--- config.mk ---
export PLATFORM = sky130hd
export DESIGN_NAME = spi_req_arbiter
export DESIGN_NICKNAME = d
export VERILOG_FILES = /design/src/rtl/spi_req_arbiter.sv
export SDC_FILE = /design/constraint.sdc
export NUM_CORES = 1
export LEC_CHECK = 0
export ABC_AREA = 1
export CAP_MARGIN = 20
export CORE_ASPECT_RATIO = 1.1
export CORE_MARGIN = 2
export CORE_UTILIZATION = 47
export CTS_BUF_LIST = sky130_fd_sc_hd__clkbuf_4
export CTS_CLUSTER_DIAMETER = 60
export DETAILED_ROUTE_END_ITERATION = 10
export PLACE_DENSITY = 0.89
export RECOVER_POWER = 25
export SLEW_MARGIN = 20
export SYNTH_ARGS = -nofsm -noshare
export SYNTH_HDL_FRONTEND = slang
export SYNTH_SLANG_ARGS = --single-unit
--- constraint.sdc ---
create_clock -name clk -period 5.1 [get_ports clk]
set_input_delay 0.51 -clock clk [delete_from_list [all_inputs] [get_ports clk]]
set_output_delay 0.51 -clock clk [all_outputs]
set_load 0.03 [all_outputs]
--- src/rtl/spi_req_arbiter.sv ---
// spi_req_arbiter: round-robin sharing of one 24-bit SPI master
// among N_REQ register-access clients, with done watchdog and idle gap.
module spi_req_arbiter #(
  parameter int N_REQ   = 4,
  parameter int TIMEOUT = 255,
  parameter int GAP     = 2
) (
  input  logic                  clk,
  input  logic                  resetn,
  input  logic [N_REQ-1:0]      req,
  input  logic [8*N_REQ-1:0]    req_addr,
  input  logic [16*N_REQ-1:0]   req_wdata,
  output logic [N_REQ-1:0]      grant,
  output logic [N_REQ-1:0]      rsp_valid,
  output logic [23:0]           rsp_data,
  output logic                  rsp_err,
  output logic                  busy,
  output logic                  m_start,
  output logic [7:0]            m_addr,
  output logic [15:0]           m_data,
  input  logic                  m_done,
  input  logic [23:0]           m_rdata
);

  localparam int IW = (N_REQ > 1) ? $clog2(N_REQ) : 1;
  localparam int TW = $clog2(TIMEOUT + 1);

  localparam logic [2:0] S_IDLE  = 3'd0;
  localparam logic [2:0] S_START = 3'd1;
  localparam logic [2:0] S_WLOW  = 3'd2;
  localparam logic [2:0] S_WHIGH = 3'd3;
  localparam logic [2:0] S_GAP   = 3'd4;

  localparam logic [2:0] S_AFTER = (GAP == 0) ? S_IDLE : S_GAP;

  logic [2:0]    state, state_n;
  logic [IW-1:0] last, idx, pick, cand;
  logic          pick_vld;
  logic [7:0]    pick_addr;
  logic [15:0]   pick_data;
  logic [TW-1:0] tcnt;
  logic [3:0]    gcnt;
  logic          in_wait, tmo, done_ok, fin;

  assign in_wait = (state == S_WLOW) || (state == S_WHIGH);
  assign tmo     = in_wait && (tcnt == TW'(TIMEOUT - 1));
  assign done_ok = (state == S_WHIGH) && m_done;
  assign fin     = done_ok || tmo;

  // scan requesters starting just past the last winner
  always_comb begin
    pick      = '0;
    pick_vld  = 1'b0;
    cand      = '0;
    pick_addr = '0;
    pick_data = '0;
    for (int k = 1; k <= N_REQ; k++) begin
      cand = IW'((int'(last) + k) % N_REQ);
      if (!pick_vld && req[cand]) begin
        pick     = cand;
        pick_vld = 1'b1;
      end
    end
    for (int i = 0; i < N_REQ; i++) begin
      if (pick == IW'(i)) begin
        pick_addr = req_addr[8*i +: 8];
        pick_data = req_wdata[16*i +: 16];
      end
    end
  end

  // sequencing: grant, start, done low, done high (or watchdog), gap
  always_comb begin
    state_n = state;
    case (state)
      S_IDLE:  if (pick_vld) state_n = S_START;
      S_START: state_n = S_WLOW;
      S_WLOW: begin
        if (tmo)          state_n = S_AFTER;
        else if (!m_done) state_n = S_WHIGH;
      end
      S_WHIGH: if (fin) state_n = S_AFTER;
      S_GAP:   if (int'(gcnt) >= GAP - 1) state_n = S_IDLE;
      default: state_n = S_IDLE;
    endcase
  end

  // registered outputs, pointer and counters
  always_ff @(posedge clk or negedge resetn) begin
    if (!resetn) begin
      state     <= S_IDLE;
      last      <= IW'(N_REQ - 1);
      idx       <= '0;
      tcnt      <= '0;
      gcnt      <= '0;
      grant     <= '0;
      rsp_valid <= '0;
      rsp_data  <= '0;
      rsp_err   <= 1'b0;
      busy      <= 1'b0;
      m_start   <= 1'b0;
      m_addr    <= '0;
      m_data    <= '0;
    end else begin
      state     <= state_n;
      busy      <= (state_n != S_IDLE);
      grant     <= '0;
      rsp_valid <= '0;
      m_start   <= 1'b0;
      case (state)
        S_IDLE: begin
          if (pick_vld) begin
            grant  <= N_REQ'(1) << pick;
            m_addr <= pick_addr;
            m_data <= pick_data;
            last   <= pick;
            idx    <= pick;
          end
        end
        S_START: begin
          m_start <= 1'b1;
          tcnt    <= '0;
        end
        S_WLOW, S_WHIGH: begin
          tcnt <= tcnt + 1'b1;
          if (fin) begin
            rsp_valid <= N_REQ'(1) << idx;
            rsp_err   <= !done_ok;
            rsp_data  <= done_ok ? m_rdata : 24'd0;
            gcnt      <= '0;
          end
        end
        S_GAP: gcnt <= gcnt + 1'b1;
        default: ;
      endcase
    end
  end

endmodule

==> results of run 1 <==
-- critical path: stages, from the launching register on --
cell and delay, ns:
sky130_fd_sc_hd__dfstp_2 0.65, sky130_fd_sc_hd__inv_4 0.09, sky130_fd_sc_hd__nand2_1 0.08, sky130_fd_sc_hd__nand2_2 0.07, sky130_fd_sc_hd__nand2_2 0.10, sky130_fd_sc_hd__nand2_4 0.08, sky130_fd_sc_hd__nor2_8 0.10, sky130_fd_sc_hd__nand3_2 0.09
sky130_fd_sc_hd__nand3_2 0.10, sky130_fd_sc_hd__nand2_4 0.23, sky130_fd_sc_hd__inv_4 0.28, sky130_fd_sc_hd__nand2_4 0.21, sky130_fd_sc_hd__nor2_1 0.14, sky130_fd_sc_hd__nor2_1 0.06, sky130_fd_sc_hd__nand2_1 0.08, sky130_fd_sc_hd__nand2_1 0.04
-- routing by layer --
layer,track usage,vias to the layer above,part of all wire
met3,0.0538,33,0.068
met5,0,-,0
met1,0.301,1976,0.38
met2,0.469,212,0.52
li1,-,2029,-
met4,0.118,0,0.035
-- through the flow --
step           instances  hold WS, ns
2_1_floorplan        510        0.214
3_3_place_gp         785        0.462
3_5_place_dp         785        0.470
4_1_cts              801        0.236
5_1_grt              801        0.269
6_report             801        0.205
-- layout make-up --
class	count	area share
tap	111	0.0227
inverter	34	0.0221
timing repair buffer	186	0.303
sequential	78	0.319
clock inverter	7	0.0131
clock buffer	9	0.0110
multi-input combinational	376	0.308
-- power by group through the flow --
| stage | combinational [mW] | sequential [mW] | clock (mW) |
|---|---|---|---|
| finish | 2.81 | 1.05 | 0.391 |
| global route | 3.10 | 1.08 | 0.424 |
| CTS | 2.80 | 1.05 | 0.400 |
| detailed placement | 2.78 | 1.06 | 0 |
| global placement | 2.69 | 1.05 | 0 |
| floorplan | 1.65 | 1.42 | 0 |
-- cells in the final DEF (no fill, tap or decap), types with 4 or more instances in the layout --
cell type	instances
sky130_fd_sc_hd__a22o_1	26
sky130_fd_sc_hd__inv_1	25
sky130_fd_sc_hd__nand2_4	5
sky130_fd_sc_hd__nor2_1	55
sky130_fd_sc_hd__o21ai_1	21
sky130_fd_sc_hd__nand3_1	57
sky130_fd_sc_hd__clkdlybuf4s50_1	184
sky130_fd_sc_hd__clkbuf_4	9
sky130_fd_sc_hd__nor2_2	11
sky130_fd_sc_hd__inv_6	4
sky130_fd_sc_hd__ha_1	5
sky130_fd_sc_hd__dfrtp_1	76
sky130_fd_sc_hd__nand2_1	146
sky130_fd_sc_hd__o21ai_0	10
sky130_fd_sc_hd__nand2_2	8
sky130_fd_sc_hd__inv_2	6
sky130_fd_sc_hd__nor3_1	9
-- how the worst min path moves through the flow --
stage,from,depth (start not counted),slack (ns),to
floorplan,resetn,0,0.21,busy
global placement,m_data[9],2,0.46,m_data[9]
detailed placement,m_data[9],2,0.47,m_data[9]
CTS,resetn,1,0.24,rsp_data[7]
global route,resetn,1,0.27,gcnt[1]
finish,resetn,1,0.20,gcnt[1]
-- cell families after synthesis --
group           count (synthesis)  synth area share
xor+xnor                        3           0.00639
fa+ha+maj                       5            0.0152
compound gates                 66             0.107
buf+inv                        56            0.0654
simple gates                  302             0.330
flops                          78             0.475
-- state kept, by name, indices dropped and copies added (netlist names) --
register and count:
rsp_err 1, last 2, m_addr 8, rsp_data 24, busy 1, state 3
m_data 16, gcnt 4, tcnt 8, idx 2, grant 4, m_start 1
rsp_valid 4
==> impl.org, run 1 <==
** Routing
- Using the TritonRoute via totals, the vias-per-cell ratio works out to ~5.3.
- In the final routed layout, each cell accounts on average for ~15 um.
- In this run the remaining antenna-violating nets after routing total 0.
- After the first detailed-routing iteration, the DRC count stood at around 230.
- The first detailed-routing pass took 4 iterations.
- Total detailed-routing wirelength :: approximately 12 mm
- Total via count after detailed routing :: 4250
- After detailed routing, the number of remaining DRC violations is 0.

** Synth
- Cell area after synthesis :: slightly above 4000 um^2
- Synthesis warning total :: 0
- Cell type with the highest aggregate area in the netlist :: sky130_fd_sc_hd__dfrtp_1
- Post-synthesis register bit count :: roughly 80
- Of the post-synthesis cell area, the dominant cell type holds 0.463.
- Number of distinct library cells after synthesis :: 34
- Dividing the synthesized area by the synthesized cell count gives 8.06 um^2.
- The number of nets handed over by synthesis was 642.
- Counting every instance in the synthesized netlist gives 510.
- Number of enable-type register cells in the synthesized netlist :: 0
- After synthesis, the share of flip-flops with an asynchronous set or reset is 1.00.
- Most used flip-flop cell after synthesis :: sky130_fd_sc_hd__dfrtp_1
- The most common cell in the synthesized netlist is sky130_fd_sc_hd__nand2_1.
- Of the synthesized area, sequential elements account for 0.475.
- Most instantiated cells after synthesis :: 146 x sky130_fd_sc_hd__nand2_1, 76 x sky130_fd_sc_hd__dfrtp_1, 57 x sky130_fd_sc_hd__nand3_1
- Biggest area contributors in the synthesized netlist :: sky130_fd_sc_hd__dfrtp_1 46%, sky130_fd_sc_hd__nand2_1 13%, sky130_fd_sc_hd__nand3_1 6.9%

** Floorplan
- The floorplan step defined a core boundary enclosing approximately 8500 um^2.
- The die covers about 9500 um^2.
- The initial utilization of the core area, before any placement, comes to 0.486.
- Top-level port count :: about 190
- FP Rows :: 35
- The floorplan step set the die width to 93.2 um.
- Measured along the y axis, the die boundary spans around 100 um.

** GRT
- GRT overflow :: 0
- Maximum number of pins on one net before global-route repair :: 79
- The via count of the first global-routing pass came to 4123.
- Global-route total usage across every layer :: 0.261
- The initial antenna violation count came to 0.
- Global-route wire length before repair :: 19.3 mm

** Placement
- The congestion estimate from routability-driven global placement came to 0.981.
- Worst setup slack after placement :: roughly 2.3 ns
- IO Port Bufs :: 185
- The HPWL after detailed placement is 9.17 mm.
- The placed instances occupy a cell area of 5970 um^2.

** Cells and area
- Once layout is complete, the utilization of the core stands at 0.724.
- Count of filler cells inserted in the layout :: 609
- Final net count :: just over 800
- Growth of design area from synthesis to finish :: 48.9%
- N_diodes :: 0
- Area taken by multi-input logic gates :: between 1500 and 2000 um^2
- Post-route standard cell area excluding fillers :: 6120 um^2
- Area occupied by registers :: 1950 um^2
- Fraction of layout cells with a size suffix above 1 :: 0.0826

** CTS
- Clk slew on worst S/H paths :: ~0.13 ns
- The tree is rooted in a sky130_fd_sc_hd__clkbuf_4.
- The clock reaches the later pin of the worst-skew pair after 0.43 ns.
- The clock net in this run drives a total of 78 sinks.
- The clock tree synthesis step divided the H-tree into 3 levels.
- CTS Buf Count :: 9
- Clock tree buffer depth :: 2
- Number of gates resized after cts :: 0
- Once the clock tree was built, the setup fixing pass inserted 0 buffers.
- TritonCTS built the clock tree.
- The number of hold buffers added after CTS was 0.

** Timing
- Dividing the final minimum period by the clock period gives 0.493.
- Setup repair after global routing left no endpoint under its margin.
- Final worst path period need :: ~2.5 ns
- Setup TNS :: 0 ns
- Static timing analysis puts the maximum clock frequency at ~400 MHz.
- Final setup violation count :: 0
- Layout Skew :: between 0.015 and 0.02 ns
- Setup slack closes at around 2.6 ns.
- Relative max-transition margin :: 0.372
- The final hold violation count came to 0.
- For the pin with the worst max-slew slack, the measured transition is 0.942 ns.
- Final count of pins violating max slew :: 0

** Critical path
- The most critical setup path has its startpoint at last[0].
- Req. time, crit path :: about 5.4 ns
- R2R Setup Slk :: 2.59 ns
- Critical path fanouts, max :: 35
- The critical path is of the reg2reg type.
- Arrival time reported for the critical path endpoint :: between 2 and 3 ns
- The number of cells on the worst reg-to-reg path is 15.
- The critical path ends at m_data[11].
- STA classifies the critical path startpoint as a register.
- In this run the critical register-to-register path is captured at m_data[11].
- The startpoint identified for the worst register-to-register timing path is last[0].
- Category of the worst setup path capture point :: register

** Power
- Share of power burned in registers :: 0.248
- Summed over all nets, the switching power comes to around 2.2 mW.
- Peak supply drop :: around 0.52 mV
- Cell internal power was estimated by the tool at a little over 2 mW.
- Overall power consumption after layout is estimated at 4.25 mW.
- Of the total power, the share spent switching nets is 0.519.
- Leakage dissipation :: 2.84 nW
- The share of total power dissipated in combinational logic is 0.660.
- Of the total power, the clock network draws 0.092.
- Total power divided by cell area :: between 600 and 700 nW/um^2

** Outcome
- Status :: finished, final reports clean

** Worst hold path
- Min-Delay Path Class :: in2async

** Job
- Across the run, the number of max-cap violations was 0.
Note: power is estimated with default switching activity, not from simulation.
==> run 2, diff against run 1 <==
--- a/config.mk
+++ b/config.mk
@@ -9,11 +9,11 @@
 export CAP_MARGIN = 20
 export CORE_ASPECT_RATIO = 1.1
 export CORE_MARGIN = 2
-export CORE_UTILIZATION = 47
+export CORE_UTILIZATION = 39
 export CTS_BUF_LIST = sky130_fd_sc_hd__clkbuf_4
 export CTS_CLUSTER_DIAMETER = 60
 export DETAILED_ROUTE_END_ITERATION = 10
-export PLACE_DENSITY = 0.89
+export PLACE_DENSITY = 0.79
 export RECOVER_POWER = 25
 export SLEW_MARGIN = 20
 export SYNTH_ARGS = -nofsm -noshare
==> constraint.sdc (replaced) <==
create_clock -name clk -period 2.15 [get_ports clk]
set_input_delay 0.215 -clock clk [delete_from_list [all_inputs] [get_ports clk]]
set_output_delay 0.215 -clock clk [all_outputs]
set_load 0.03 [all_outputs]
==> run 2 against run 1 <==
Against the previous run: the run now ends with setup timing left; final area is 7.7% higher; global-route usage decreased by 5.1 points; setup slack got worse by 2.7 ns.
==> impl.org, run 2 (same netlist as run 1, synthesis figures left out) <==
** Outcome
- Status: finished, violations left (was finished, final reports clean).
- The final reports fail on setup timing.

** Power
- Overall Power :: 11.4 mW (was 4.25 mW)
- Leakage dissipation :: 3.01 nW (was 2.84 nW)
- The peak ir drop on the vdd network came to 1.02 mV (was 0.523 mV).
- Total power divided by cell area :: 1730 nW/um^2 (was 695 nW/um^2)

** CTS
- Buffer type at the clock tree root :: sky130_fd_sc_hd__clkbuf_4 (unchanged)
- The H-tree depth reported by CTS came to 3 (unchanged).
- The clock tree buffer depth was 2 (unchanged).
- Clock latency of the later-clocked register in the worst-skew pair :: 0.42 ns (was 0.43 ns)
- Clk slew on worst S/H paths :: 0.14 ns (was 0.13 ns)
- The total number of clock tree sinks was 78 (unchanged).
- TritonCTS clock tree :: done (unchanged)
- The number of buffers created by CTS is 9 (unchanged).

** Cells and area
- N_diodes :: 0 (unchanged)
- The count of nets after finishing is 842 (was 817).
- The flip-flop count of the largest register after layout was 24 (unchanged).
- Most frequent cells in the layout: 184 x sky130_fd_sc_hd__clkdlybuf4s50_1, 133 x sky130_fd_sc_hd__nand2_1, 76 x sky130_fd_sc_hd__dfrtp_1, 52 x sky130_fd_sc_hd__nor2_1, 52 x sky130_fd_sc_hd__nand3_1 (was 184 x sky130_fd_sc_hd__clkdlybuf4s50_1, 146 x sky130_fd_sc_hd__nand2_1, 76 x sky130_fd_sc_hd__dfrtp_1, 57 x sky130_fd_sc_hd__nand3_1, 55 x sky130_fd_sc_hd__nor2_1).
- The post-synthesis to final-layout area growth is 60.3% (was 48.9%).
- The most common library cell in the layout ignoring fill and taps is sky130_fd_sc_hd__clkdlybuf4s50_1 (unchanged).
- The top register by number of flip-flops is rsp_data (unchanged).
- The post-route cell area came to 6590 um^2 (was 6120 um^2).
- Largest registers in the final layout :: rsp_data x24, m_data x16 (unchanged)
- Fraction of layout cells with a size suffix above 1 :: 0.162 (was 0.0826)

** GRT
- Maximum number of pins on one net before global-route repair :: 46 (was 79)
- Global-route wire length before repair :: 19.1 mm (was 19.3 mm)
- Met3 demand-to-capacity share in global routing :: 0.0414 (was 0.0538)
- The met1 demand-to-capacity share in global routing is 0.244 (was 0.301).
- The overall overflow remaining after global route was 0 (unchanged).
- Via count of the first global-routing pass :: 4188 (was 4123)
- Initial antenna violation count :: 0 (unchanged)
- The met2 demand-to-capacity share in global routing was 0.371 (was 0.469).
- Top Usage Layer GRT :: met2 (unchanged)
- The global router's overall resource usage came to 0.210 (was 0.261).

** Critical path
- Classification of the worst setup path :: reg2reg (unchanged)
- R2R Setup Slk :: -0.08 ns (was 2.59 ns)
- Arrival time reported for the critical path endpoint :: 2.56 ns (was 2.84 ns)
- Category of the worst setup path capture point :: register (unchanged)
- The first element of the critical path was last[0] (unchanged).
- The logic depth of the worst register-to-register path was 15 (unchanged).
- The data required time at the worst endpoint was 2.48 ns (was 5.42 ns).
- The endpoint of the lowest-slack register-to-register path is m_data[15] (was m_data[11]).
- Reg-to-reg startpoint :: last[0] (unchanged)
- The kind of start point of the critical path is a register (unchanged).
- Critical path fanouts, max :: 17 (was 35)
- Crit path capture :: m_data[15] (was m_data[11])

** Routing
- Mean routed wirelength per cell :: 14.3 um (was 15.2 um)
- Total detailed-routing wirelength :: 12.3 mm (was 12.2 mm)
- Detailed-route DRC error count :: 0 (unchanged)
- Antenna-violating nets left :: 0 (unchanged)
- The count of vias placed by the detailed router came to 4245 (was 4250).
- Number of iterations in the first detailed-routing pass :: 5 (was 4)
- The starting DRC count in detailed routing came to 163 (was 234).
- The mean number of vias per cell is 4.95 (was 5.31).

** Floorplan
- The standard cell core area was 10300 um^2 (was 8450 um^2).
- Die outline area :: 11400 um^2 (was 9510 um^2)
- The starting density of the core came to 0.397 (was 0.486).
- Floorplan die width :: 102 um (was 93.2 um)
- The die span in y came to 112 um (was 102 um).
- The floorplan row count was 39 (was 35).
- The number of top-level pins was 186 (unchanged).

** Timing
- Unrepaired setup endpoints after global routing :: yes (was no)
- The peak clock frequency supported by timing came to 449 MHz (was 398 MHz).
- The final-report setup violation count is 22 (was 0).
- Final worst path period need :: 2.23 ns (was 2.51 ns)
- Layout Skew :: 0.0157 ns (was 0.0194 ns)
- The worst slew slack as a fraction of its limit came to 0.301 (was 0.372).
- Final hold violations :: 0 (unchanged)
- Final count of pins violating max slew :: 0 (unchanged)
- The post-route fraction of the period consumed by the critical path is 1.04 (was 0.493).
- The final worst slack is -0.0795 ns (was 2.59 ns).
- The actual transition at the worst max-transition pin is 1.05 ns (was 0.942 ns).

** Worst hold path
- The type of the tightest min-delay check is in2reg (was in2async).

** Placement
- Final weighted congestion in routability-driven placement :: 0.835 (was 0.981)
- The number of port buffers came to 185 (unchanged).
- Post-placement cell area :: 6140 um^2 (was 5970 um^2)
- HPWL after DPL :: 8.93 mm (was 9.17 mm)

** Job
- The number of violations of the max-capacitance limit came to 0 (unchanged).
[run 2: cell types whose count changed in the layout (fill, tap and decap cells not counted), sizes merged]
cell / previous run / this run
clkbuf: 9 / 10
dlygate4sd3: 0 / 1
clkinv: 0 / 2
bufinv: 1 / 0
inv: 38 / 36
clkinvlp: 2 / 3
buf: 2 / 25
[run 2: timing repair]
item / in CTS / in global routing
setup endpoints to repair: 5 / 32
hold buffers: 1 / 0
hold endpoints to repair: 43 / 0
pin swaps: 0 / 22
buffers inserted: 0 / 12
resized for setup: 3 / 64
[run 2: worst min-delay path by stage]
stage | from | to | cells after the start
floorplan | resetn | busy | 0
global route | m_rdata[13] | rsp_data[13] | 2
finish | m_rdata[13] | rsp_data[13] | 2
CTS | resetn | rsp_data[15] | 2
detailed placement | resetn | gcnt[3] | 1
global placement | resetn | gcnt[2] | 1
[run 2: layout make-up]
type	instances	area [um^2]
Clock buffer	9	67.6
Clock inverter	7	57.6
Fill cell	874	3750
Inverter	34	150
Multi-Input combinational cell	376	2080
Sequential cell	78	1950
Tap cell	143	179
Timing Repair Buffer	211	2100
[run 2: metrics by stage]
step / setup slack (ns) / hold slack (ns) / utilization / cells / setup TNS, ns
6_report: -0.0795 / 0.384 / 0.637 / 858 / -1.06
3_3_place_gp: 0.0249 / 0.236 / 0.594 / 829 / 0
2_1_floorplan: 0.238 / -0.0806 / - / 510 / 0
4_1_cts: 0.00625 / 0.319 / 0.608 / 846 / 0
3_5_place_dp: -0.0282 / 0.248 / 0.594 / 829 / -0.0526
5_1_grt: -0.200 / 0.352 / 0.637 / 858 / -4.28
[run 2: where the power goes]
group / switching, mW / internal, mW / total [mW]
Clock: 0.555 / 0.251 / 0.806
Combinational: 4.86 / 3.30 / 8.16
Sequential: 0.372 / 2.09 / 2.46
[run 2: worst max-delay path: stages, from the launching register on]
cell	delay [ns]
sky130_fd_sc_hd__dfstp_2	0.65
sky130_fd_sc_hd__clkinv_4	0.12
sky130_fd_sc_hd__nand2_2	0.09
sky130_fd_sc_hd__nand2_2	0.06
sky130_fd_sc_hd__nand2_1	0.09
sky130_fd_sc_hd__nand2_2	0.08
sky130_fd_sc_hd__buf_4	0.14
sky130_fd_sc_hd__a21oi_2	0.15
sky130_fd_sc_hd__nand2_2	0.10
sky130_fd_sc_hd__nand2_8	0.10
sky130_fd_sc_hd__inv_8	0.06
sky130_fd_sc_hd__buf_12	0.15
sky130_fd_sc_hd__o21ai_2	0.13
sky130_fd_sc_hd__nand3_1	0.09
sky130_fd_sc_hd__nand2_1	0.07
sky130_fd_sc_hd__nand2_1	0.04
[run 2: per-layer routing]
layer	vias up	wire, um
met1	1957	4900
met5	-	0
met2	189	6270
met3	26	846
li1	2073	-
met4	0	254
==> run 3, diff against run 2 <==
--- a/config.mk
+++ b/config.mk
@@ -6,6 +6,7 @@
 export NUM_CORES = 1
 export LEC_CHECK = 0
 export ABC_AREA = 1
+export ABC_CLOCK_PERIOD_IN_PS = 2150
 export CAP_MARGIN = 20
 export CORE_ASPECT_RATIO = 1.1
 export CORE_MARGIN = 2
==> results of run 3 <==
Final layout, timing and power as in run 2 (identical DEF).
